$ cat config.mk
export PLATFORM = sky130hd
export DESIGN_NAME = convolution_2d
export DESIGN_NICKNAME = d
export VERILOG_FILES = /design/src/rtl/convolution_2d.sv
export SDC_FILE = /design/constraint.sdc
export NUM_CORES = 1
export LEC_CHECK = 0
export CAP_MARGIN = 20
export CORE_UTILIZATION = 54
export DETAILED_ROUTE_END_ITERATION = 12
export MAX_ROUTING_LAYER = met4
export PLACE_DENSITY = 0.88
export SYNTH_ARGS = -nofsm -noshare
export SYNTH_HDL_FRONTEND = slang
export SYNTH_SLANG_ARGS = --single-unit
export TNS_END_PERCENT = 5
$ cat constraint.sdc
create_clock -name clk -period 4.6 [get_ports clk]
set_input_delay 0.92 -clock clk [delete_from_list [all_inputs] [get_ports clk]]
set_output_delay 0.92 -clock clk [all_outputs]
set_load 0.03 [all_outputs]
$ cat src/rtl/convolution_2d.sv
// ---------------------------------------------------------------------------
// convolution_2d
// Event-driven 2D spiking convolution layer.
//
// For each accepted event (x, y, spike mask), the block walks the
// KERNEL_SIZE x KERNEL_SIZE window in raster order. For every in-bounds
// neighbour it does four things:
//   1. reads the kernel weight word,
//   2. reads the packed membrane potentials through the arbiter,
//   3. adds the weights of every spiking input channel, saturating the result,
//   4. writes the updated potentials back.
//
// Ports
//   clk, rst_n        clock, asynchronous active-low reset
//   event_*           incoming event (timestep ignored), valid / ack handshake
//   kernel_*          kernel weight BRAM port (1-cycle read latency, never written)
//   rd_*              membrane read port (request held until rd_valid)
//   wr_*              membrane write port (single-cycle strobe, always accepted)
// ---------------------------------------------------------------------------
module convolution_2d #(
    parameter int IN_CHANNELS      = 2,
    parameter int OUT_CHANNELS     = 2,
    parameter int KERNEL_SIZE      = 3,
    parameter int BITS_PER_CHANNEL = 6,
    parameter int COORD_BITS       = 8,
    parameter int IMG_WIDTH        = 8,
    parameter int IMG_HEIGHT       = 8
) (
    input  logic                                                 clk,
    input  logic                                                 rst_n,
    input  logic [COORD_BITS-1:0]                                event_timestep,
    input  logic [COORD_BITS-1:0]                                event_x,
    input  logic [COORD_BITS-1:0]                                event_y,
    input  logic [IN_CHANNELS-1:0]                               event_spikes,
    input  logic                                                 event_valid,
    output logic                                                 event_ack,
    output logic [$clog2(KERNEL_SIZE*KERNEL_SIZE)-1:0]           kernel_addr,
    output logic                                                 kernel_en,
    output logic                                                 kernel_we,
    input  logic [IN_CHANNELS*OUT_CHANNELS*BITS_PER_CHANNEL-1:0] kernel_data,
    output logic                                                 rd_req,
    output logic [COORD_BITS-1:0]                                rd_x,
    output logic [COORD_BITS-1:0]                                rd_y,
    input  logic [OUT_CHANNELS*BITS_PER_CHANNEL-1:0]             rd_data,
    input  logic                                                 rd_valid,
    output logic                                                 wr_req,
    output logic [COORD_BITS-1:0]                                wr_x,
    output logic [COORD_BITS-1:0]                                wr_y,
    output logic [OUT_CHANNELS*BITS_PER_CHANNEL-1:0]             wr_data
);

    localparam int BPC   = BITS_PER_CHANNEL;
    localparam int KA_W  = $clog2(KERNEL_SIZE*KERNEL_SIZE);
    localparam int KI_W  = (KERNEL_SIZE > 1) ? $clog2(KERNEL_SIZE) : 1;
    localparam int ST_W  = COORD_BITS + 2;
    localparam int ACC_W = BPC + $clog2(IN_CHANNELS + 1) + 1;
    localparam int KW_W  = IN_CHANNELS*OUT_CHANNELS*BPC;
    localparam int PW_W  = OUT_CHANNELS*BPC;

    localparam logic signed [ST_W-1:0]  HALF = ST_W'(KERNEL_SIZE/2);
    localparam logic signed [ST_W-1:0]  XMAX = ST_W'(IMG_WIDTH-1);
    localparam logic signed [ST_W-1:0]  YMAX = ST_W'(IMG_HEIGHT-1);
    localparam logic signed [ACC_W-1:0] SMAX = ACC_W'((1 <<< (BPC-1)) - 1);
    localparam logic signed [ACC_W-1:0] SMIN = ACC_W'(-(1 <<< (BPC-1)));
    localparam logic [KI_W-1:0]         KLAST = KI_W'(KERNEL_SIZE-1);

    typedef enum logic [2:0] {
        S_IDLE,
        S_KREAD,
        S_KWAIT,
        S_MREQ,
        S_ACCUM,
        S_WRITE,
        S_NEXT
    } state_t;

    // Clamp a wide sum back into the signed BPC-bit potential range.
    function automatic logic [BPC-1:0] sat(input logic signed [ACC_W-1:0] v);
        if (v > SMAX) begin
            return SMAX[BPC-1:0];
        end else if (v < SMIN) begin
            return SMIN[BPC-1:0];
        end else begin
            return v[BPC-1:0];
        end
    endfunction

    state_t                  r_state;
    logic [COORD_BITS-1:0]   r_ex;
    logic [COORD_BITS-1:0]   r_ey;
    logic [IN_CHANNELS-1:0]  r_spikes;
    logic [KI_W-1:0]         r_kx;
    logic [KI_W-1:0]         r_ky;
    logic [COORD_BITS-1:0]   r_tx;
    logic [COORD_BITS-1:0]   r_ty;
    logic [KW_W-1:0]         r_weights;
    logic                    r_kw_pend;
    logic [PW_W-1:0]         r_pot;
    logic                    r_event_ack;
    logic [KA_W-1:0]         r_kernel_addr;
    logic                    r_kernel_en;
    logic                    r_rd_req;
    logic [COORD_BITS-1:0]   r_rd_x;
    logic [COORD_BITS-1:0]   r_rd_y;
    logic                    r_wr_req;
    logic [COORD_BITS-1:0]   r_wr_x;
    logic [COORD_BITS-1:0]   r_wr_y;
    logic [PW_W-1:0]         r_wr_data;

    logic signed [ST_W-1:0]  w_tx;
    logic signed [ST_W-1:0]  w_ty;
    logic                    w_in_bounds;
    logic [PW_W-1:0]         w_new;
    logic                    w_unused;

    assign w_unused = ^event_timestep;

    // Target pixel of the current kernel tap; signed so that taps falling
    // off the left/top edge come out negative rather than wrapping.
    assign w_tx = $signed({2'b00, r_ex}) + $signed({{(ST_W-KI_W){1'b0}}, r_kx}) - HALF;
    assign w_ty = $signed({2'b00, r_ey}) + $signed({{(ST_W-KI_W){1'b0}}, r_ky}) - HALF;
    assign w_in_bounds = !w_tx[ST_W-1] && (w_tx <= XMAX) &&
                         !w_ty[ST_W-1] && (w_ty <= YMAX);

    // Per output channel: potential plus the weights of every spiking input.
    always_comb begin
        logic signed [ACC_W-1:0] acc;
        w_new = '0;
        acc   = '0;
        for (int o = 0; o < OUT_CHANNELS; o++) begin
            acc = ACC_W'($signed(r_pot[o*BPC +: BPC]));
            for (int i = 0; i < IN_CHANNELS; i++) begin
                if (r_spikes[i]) begin
                    acc = acc + ACC_W'($signed(r_weights[(i*OUT_CHANNELS+o)*BPC +: BPC]));
                end
            end
            w_new[o*BPC +: BPC] = sat(acc);
        end
    end

    always_ff @(posedge clk or negedge rst_n) begin
        if (!rst_n) begin
            r_state       <= S_IDLE;
            r_ex          <= '0;
            r_ey          <= '0;
            r_spikes      <= '0;
            r_kx          <= '0;
            r_ky          <= '0;
            r_tx          <= '0;
            r_ty          <= '0;
            r_weights     <= '0;
            r_kw_pend     <= 1'b0;
            r_pot         <= '0;
            r_event_ack   <= 1'b0;
            r_kernel_addr <= '0;
            r_kernel_en   <= 1'b0;
            r_rd_req      <= 1'b0;
            r_rd_x        <= '0;
            r_rd_y        <= '0;
            r_wr_req      <= 1'b0;
            r_wr_x        <= '0;
            r_wr_y        <= '0;
            r_wr_data     <= '0;
        end else begin
            r_event_ack <= 1'b0;
            r_kernel_en <= 1'b0;
            r_wr_req    <= 1'b0;
            case (r_state)
                // The ack register blocks a re-accept while the source is
                // still seeing the ack and has not yet dropped valid.
                S_IDLE: begin
                    if (event_valid && !r_event_ack) begin
                        r_ex        <= event_x;
                        r_ey        <= event_y;
                        r_spikes    <= event_spikes;
                        r_kx        <= '0;
                        r_ky        <= '0;
                        r_event_ack <= 1'b1;
                        if (event_spikes != '0) begin
                            r_state <= S_KREAD;
                        end
                    end
                end
                S_KREAD: begin
                    r_tx <= w_tx[COORD_BITS-1:0];
                    r_ty <= w_ty[COORD_BITS-1:0];
                    if (w_in_bounds) begin
                        r_kernel_addr <= KA_W'(int'(r_ky) * KERNEL_SIZE + int'(r_kx));
                        r_kernel_en   <= 1'b1;
                        r_state       <= S_KWAIT;
                    end else begin
                        r_state <= S_NEXT;
                    end
                end
                S_KWAIT: begin
                    r_rd_req  <= 1'b1;
                    r_rd_x    <= r_tx;
                    r_rd_y    <= r_ty;
                    r_kw_pend <= 1'b1;
                    r_state   <= S_MREQ;
                end
                // Kernel data is valid on the first MREQ cycle; it is captured
                // then, independently of when the potentials arrive.
                S_MREQ: begin
                    if (r_kw_pend) begin
                        r_weights <= kernel_data;
                        r_kw_pend <= 1'b0;
                    end
                    if (rd_valid) begin
                        r_pot    <= rd_data;
                        r_rd_req <= 1'b0;
                        r_state  <= S_ACCUM;
                    end
                end
                S_ACCUM: begin
                    r_wr_data <= w_new;
                    r_wr_x    <= r_tx;
                    r_wr_y    <= r_ty;
                    r_wr_req  <= 1'b1;
                    r_state   <= S_WRITE;
                end
                S_WRITE: begin
                    r_state <= S_NEXT;
                end
                S_NEXT: begin
                    if (r_kx == KLAST) begin
                        r_kx <= '0;
                        if (r_ky == KLAST) begin
                            r_state <= S_IDLE;
                        end else begin
                            r_ky    <= r_ky + 1'b1;
                            r_state <= S_KREAD;
                        end
                    end else begin
                        r_kx    <= r_kx + 1'b1;
                        r_state <= S_KREAD;
                    end
                end
                default: begin
                    r_state <= S_IDLE;
                end
            endcase
        end
    end

    assign event_ack   = r_event_ack;
    assign kernel_addr = r_kernel_addr;
    assign kernel_en   = r_kernel_en;
    assign kernel_we   = 1'b0;
    assign rd_req      = r_rd_req;
    assign rd_x        = r_rd_x;
    assign rd_y        = r_rd_y;
    assign wr_req      = r_wr_req;
    assign wr_x        = r_wr_x;
    assign wr_y        = r_wr_y;
    assign wr_data     = r_wr_data;

endmodule

Word level (Yosys, flattened, before mapping)
Cells that the tools add are included.

Word-level logic and storage cells: 100. Bits in registers: 130.

Reductions and logical operators: 19. Multipliers: 1. Equality and inequality tests: 13. Multiplexer cells: 29. Add/sub/neg operators: 11. Magnitude comparators: 6.

Operator list (number): 2-to-1 mux 9 bit (4); 2-to-1 mux 6 bit (4); case mux 3 bit (7 select lines) (1); <= comparator 10 x 4 -> 1 bit, second input constant (2); subtractor 9 x 1 -> 10 bit, second input constant (2); adder 8 x 2 -> 9 bit (2); adder 9 x 6 -> 9 bit (2); greater-than comparator 9 x 6 -> 1 bit, second input constant (2); < comparator 9 x 6 -> 1 bit, second input constant (2); 2-to-1 mux 3 bit (5); adder 6 x 6 -> 7 bit (2); AND reduction 2 bit (6); != test 2 bit, second input constant (5); == test 3 bit, second input constant (3); 2-to-1 mux 2 bit (4); case mux 2 bit (2 select lines) (2); 2-to-1 mux 1 bit (7); == test 3 x 2 -> 1 bit, second input constant (2); nonzero test 2 bit (3); adder 2 x 1 -> 2 bit, second input constant (2); adder 4 x 2 -> 4 bit (1); == test 2 bit, second input constant (2); logical AND 1 bit (4); multiplier 2 x 2 -> 4 bit, second input constant (1); other kinds (6) (9).

Longest topological paths before layout
Depth in word-level cells: 8. Mapped depth: 16. Mapped depth without buffers: 16.

Worst setup path after synthesis
OpenSTA, ideal clock, no wires.

Path type: flip-flop to flip-flop. Start point: reg r_spikes[0]. End point: reg r_wr_data[10], in the netlist wr_data[10]. Data arrival time: 3371 ps. Setup slack: 1091 ps. Path buffers: 3. Required time: 4462 ps. Clock period less this slack: 3509 ps. Library setup time: 138 ps. Cell stages (with the launch flop): 15. Path through: dfrtp_1 clkbuf_1 clkbuf_1 buf_1 mux2_2 ha_1 inv_1 fa_1 and2b_1 o211ai_2 and4b_1 a2111oi_0 a31oi_1 o211ai_1 a21oi_1.

Word-level cells in the longest chain between the ends: 6. Elaborated cells between the ends (all ways): 7. Those cells by class: add/sub: 1; order compare: 2; mux: 4.

RTL lines: start, declared (line 91) `logic [IN_CHANNELS-1:0] r_spikes;`; start signal, assigned (line 175) `r_spikes <= event_spikes;`; 2-to-1 mux 9 bit (*) (line 133) `if (r_spikes[i]) begin`; adder 9 x 6 -> 9 bit (line 134) `acc = acc + ACC_W'($signed(r_weights[(i*OUT_CHANNELS+o)*BPC +: BPC]));`; 2-to-1 mux 9 bit (*) (line 133); < comparator 9 x 6 -> 1 bit (line 81) `end else if (v < SMIN) begin`; 2-to-1 mux 6 bit (line 81); 2-to-1 mux 6 bit (*) (line 79) `if (v > SMAX) begin`; end signal, assigned (line 216) `r_wr_data <= w_new;`; end, declared (line 108) `logic [PW_W-1:0] r_wr_data;`.

Mark *: on every way between the ends. The rest lies on a longest branch, timed or not. A chain may end at the register's enable or synchronous reset.

Final worst setup path
Start point: reg r_pot[6]. End point: reg r_wr_data[8], in the netlist wr_data[8].

Word-level cells in the longest chain between the ends: 7. Elaborated cells between the ends (all ways): 8. Those cells by class: add/sub: 2; order compare: 2; mux: 4.

RTL lines: start, declared (line 98) `logic [PW_W-1:0] r_pot;`; start signal, assigned (line 210) `r_pot <= rd_data;`; adder 6 x 6 -> 7 bit (line 134); 2-to-1 mux 9 bit (*) (line 133); adder 9 x 6 -> 9 bit (line 134); 2-to-1 mux 9 bit (*) (line 133); < comparator 9 x 6 -> 1 bit (line 81); 2-to-1 mux 6 bit (line 81); 2-to-1 mux 6 bit (*) (line 79).

Marked as above.

==> results.ini <==
[clock_network]
h-tree-depth=4
cts_root_buf=clkbuf_16
post_cts_buffers=0
clkTransAtPathRegs_ns=0.06
clk_path_buf_depth=2
cts_sinks=130
clk_latency_ns=0.42
numCtsBuffers=17
ctsResizeCount=0
cts_hold_buf=0
cts_tree=done

[synth]
synth_area_leaders=dfrtp_1, mux2_2, ha_1
yosys_register_bits=130
yosysSeqAreaShare_pct=43.7
netlist_area_um2=7440
synth_ff_type=dfrtp_1
synthCells=739
yosysTopAreaCell=dfrtp_1
synth_nets=864
synth_top_area_share_pct=43.7
postSynthAreaPerCell_um2=10.1
synth.distinct_cells=72
async_flop_share_pct=100
synth_edf_count=0
yosysWarnings=0

[floorplan]
pin_count=119
die_x_um=119
row_count=42
design.die.area_um2=14300
start_util_pct=55.8
chipHeight_um=119
coreArea_um2=13300

[sta]
hold_violations=0
worst_slack_ns=0.762
fin_crit_ns=3.84
fmax_ghz=0.261
fin_skew_ns=0.00732
slew_headroom_pct=34.5
worst_pin_slew_ns=0.982
setup-violations-final=0
fin_crit_sh_pct=83.4
rsz0062_at_grt=no
tns_ns=0
maxSlewViolCount=0

[setup_path]
reg2reg_from=r_pot[6]
r2r-end=wr_data[8]
criticalPathCategory=flop to flop
cp_data_required_time_ns=4.88
max_stage_delay_ns=0.57
arrival_ns=4.12
end_kind=flop
rrSetupSlack_ns=0.76
crit_top_cell=a21oi_1
crit_path_start=r_pot[6]
slowest_stage=a2111oi_0
r2r_cells=14
worstPathCellList=ha_1 -> inv_1 -> fa_1 -> nor2b_1 -> o31a_1 -> a21oi_1 -> mux2_2 -> ha_1 -> a21oi_1 -> and4b_1 -> a2111oi_0 -> a31oi_1 -> o211ai_1 -> a21oi_1
crit_fanout=5
start_kind=flop

[drt]
drcViolationCount=0
vias=5889
vias_per_cell=5.68
ant_nets=0
dr.pass1.iters=5
drt_iter0_markers=299
wl_um=17600
wl_per_cell_um=17.0

[grt]
overflow=0
first_global_vias=6091
antenna_found_initial=0
grt_max_degree=80
grtUsageTotal_pct=27.3
grt_first_pass_wirelength_um=29400

[run_status]
status=finished, final reports clean

[min_path]
min_path_cells=2
hp-start=wr_data[11]
whs_endpoint=wr_data[11]
hold_class=flop to flop

[placed_design]
port_buffers=109
place_ws_ns=0.811
gp_congestion=0.844
dp_hpwl_um=12200

[layout]
drive_gt1_share_pct=14.3
area_delta_synth_final_pct=24.7
layout_commonest_cell=dfrtp_1
nNetsFinal=974
diodes=0
layout_common_cells=dfrtp_1, clkdlybuf4s50_1, nand2_1

[job]
drv_cap=0

==> critical path: cells and delay by family, from the launching register on <==
family | cells | cell delay, ns
AOI/OAI and AO/OA | 7 | 1.63
adders and majority gates | 3 | 0.98
buffers and inverters | 1 | 0.06
DFF | 1 | 0.36
muxes | 1 | 0.28
and+or+nand+nor | 2 | 0.37
==> cells in the mapped netlist (all sizes together) (9+ instances only) <==
cell type,n
ha,51
nor3,12
o211ai,9
nor2b,9
clkbuf,23
inv,51
xnor2,13
nor2,42
o21ai,52
dfrtp,130
nand2,105
a21o,13
a21oi,29
o21a,11
nand2b,11
mux2,70
==> stage by stage <==
step	std cells	util (%)	hold WS [ns]	instance area, µm²
after CTS	1037	69.6	0.468	9280
after global placement	1006	65.3	0.452	8720
after global routing	1037	69.6	0.500	9280
after floorplan	739	-	0.450	7440
final	1037	69.6	0.466	9280
after detailed placement	1006	65.3	0.455	8720
==> final cells by class <==
class | count | area [µm²]
Clock buffer | 20 | 437
Clock inverter | 11 | 131
Fill cell | 978 | 4060
Inverter | 51 | 191
Multi-Input combinational cell | 532 | 3900
Sequential cell | 130 | 3250
Tap cell | 176 | 220
Timing Repair Buffer | 117 | 1150
==> state kept, by name, summed over array words and instances, names as in the netlist, 3 cells and up <==
register     flops
wr_data         12
r_ex             8
wr_y             8
r_state          3
r_tx             8
r_ty             8
r_weights       24
wr_x             8
r_pot           12
kernel_addr      4
r_ey             8
rd_x             8
rd_y             8
==> cell families after synthesis <==
logic type,Yosys count,share of synthesized area [%]
other cells,1,0.0504
fa+ha+maj,59,10.7
xor+xnor,17,2.00
buf+inv,77,3.93
flops,130,43.7
compound gates,160,14.1
simple gates,220,14.1
mux,75,11.4
==> metal layers <==
layer | routed length [µm] | global-route usage, % | vias to the layer above
met5 | 0 | - | -
met1 | 7600 | 32.5 | 2835
met4 | 633 | 13.4 | 0
li1 | - | - | 2818
met2 | 8500 | 43.9 | 188
met3 | 885 | 6.13 | 48
==> worst max path at each step <==
| stage | to | slack [ns] | cells after the start |
|---|---|---|---|
| after floorplan | wr_data[10] | 1.09 | 14 |
| after global placement | wr_data[8] | 0.92 | 14 |
| after detailed placement | wr_data[8] | 0.81 | 13 |
| after CTS | wr_data[8] | 0.79 | 14 |
| after global routing | wr_data[7] | 0.45 | 14 |
| final | wr_data[8] | 0.76 | 14 |
Power is left out: the tool's default activity adds up to more than one toggle a clock period on the data nets, which glitch-free logic cannot reach.
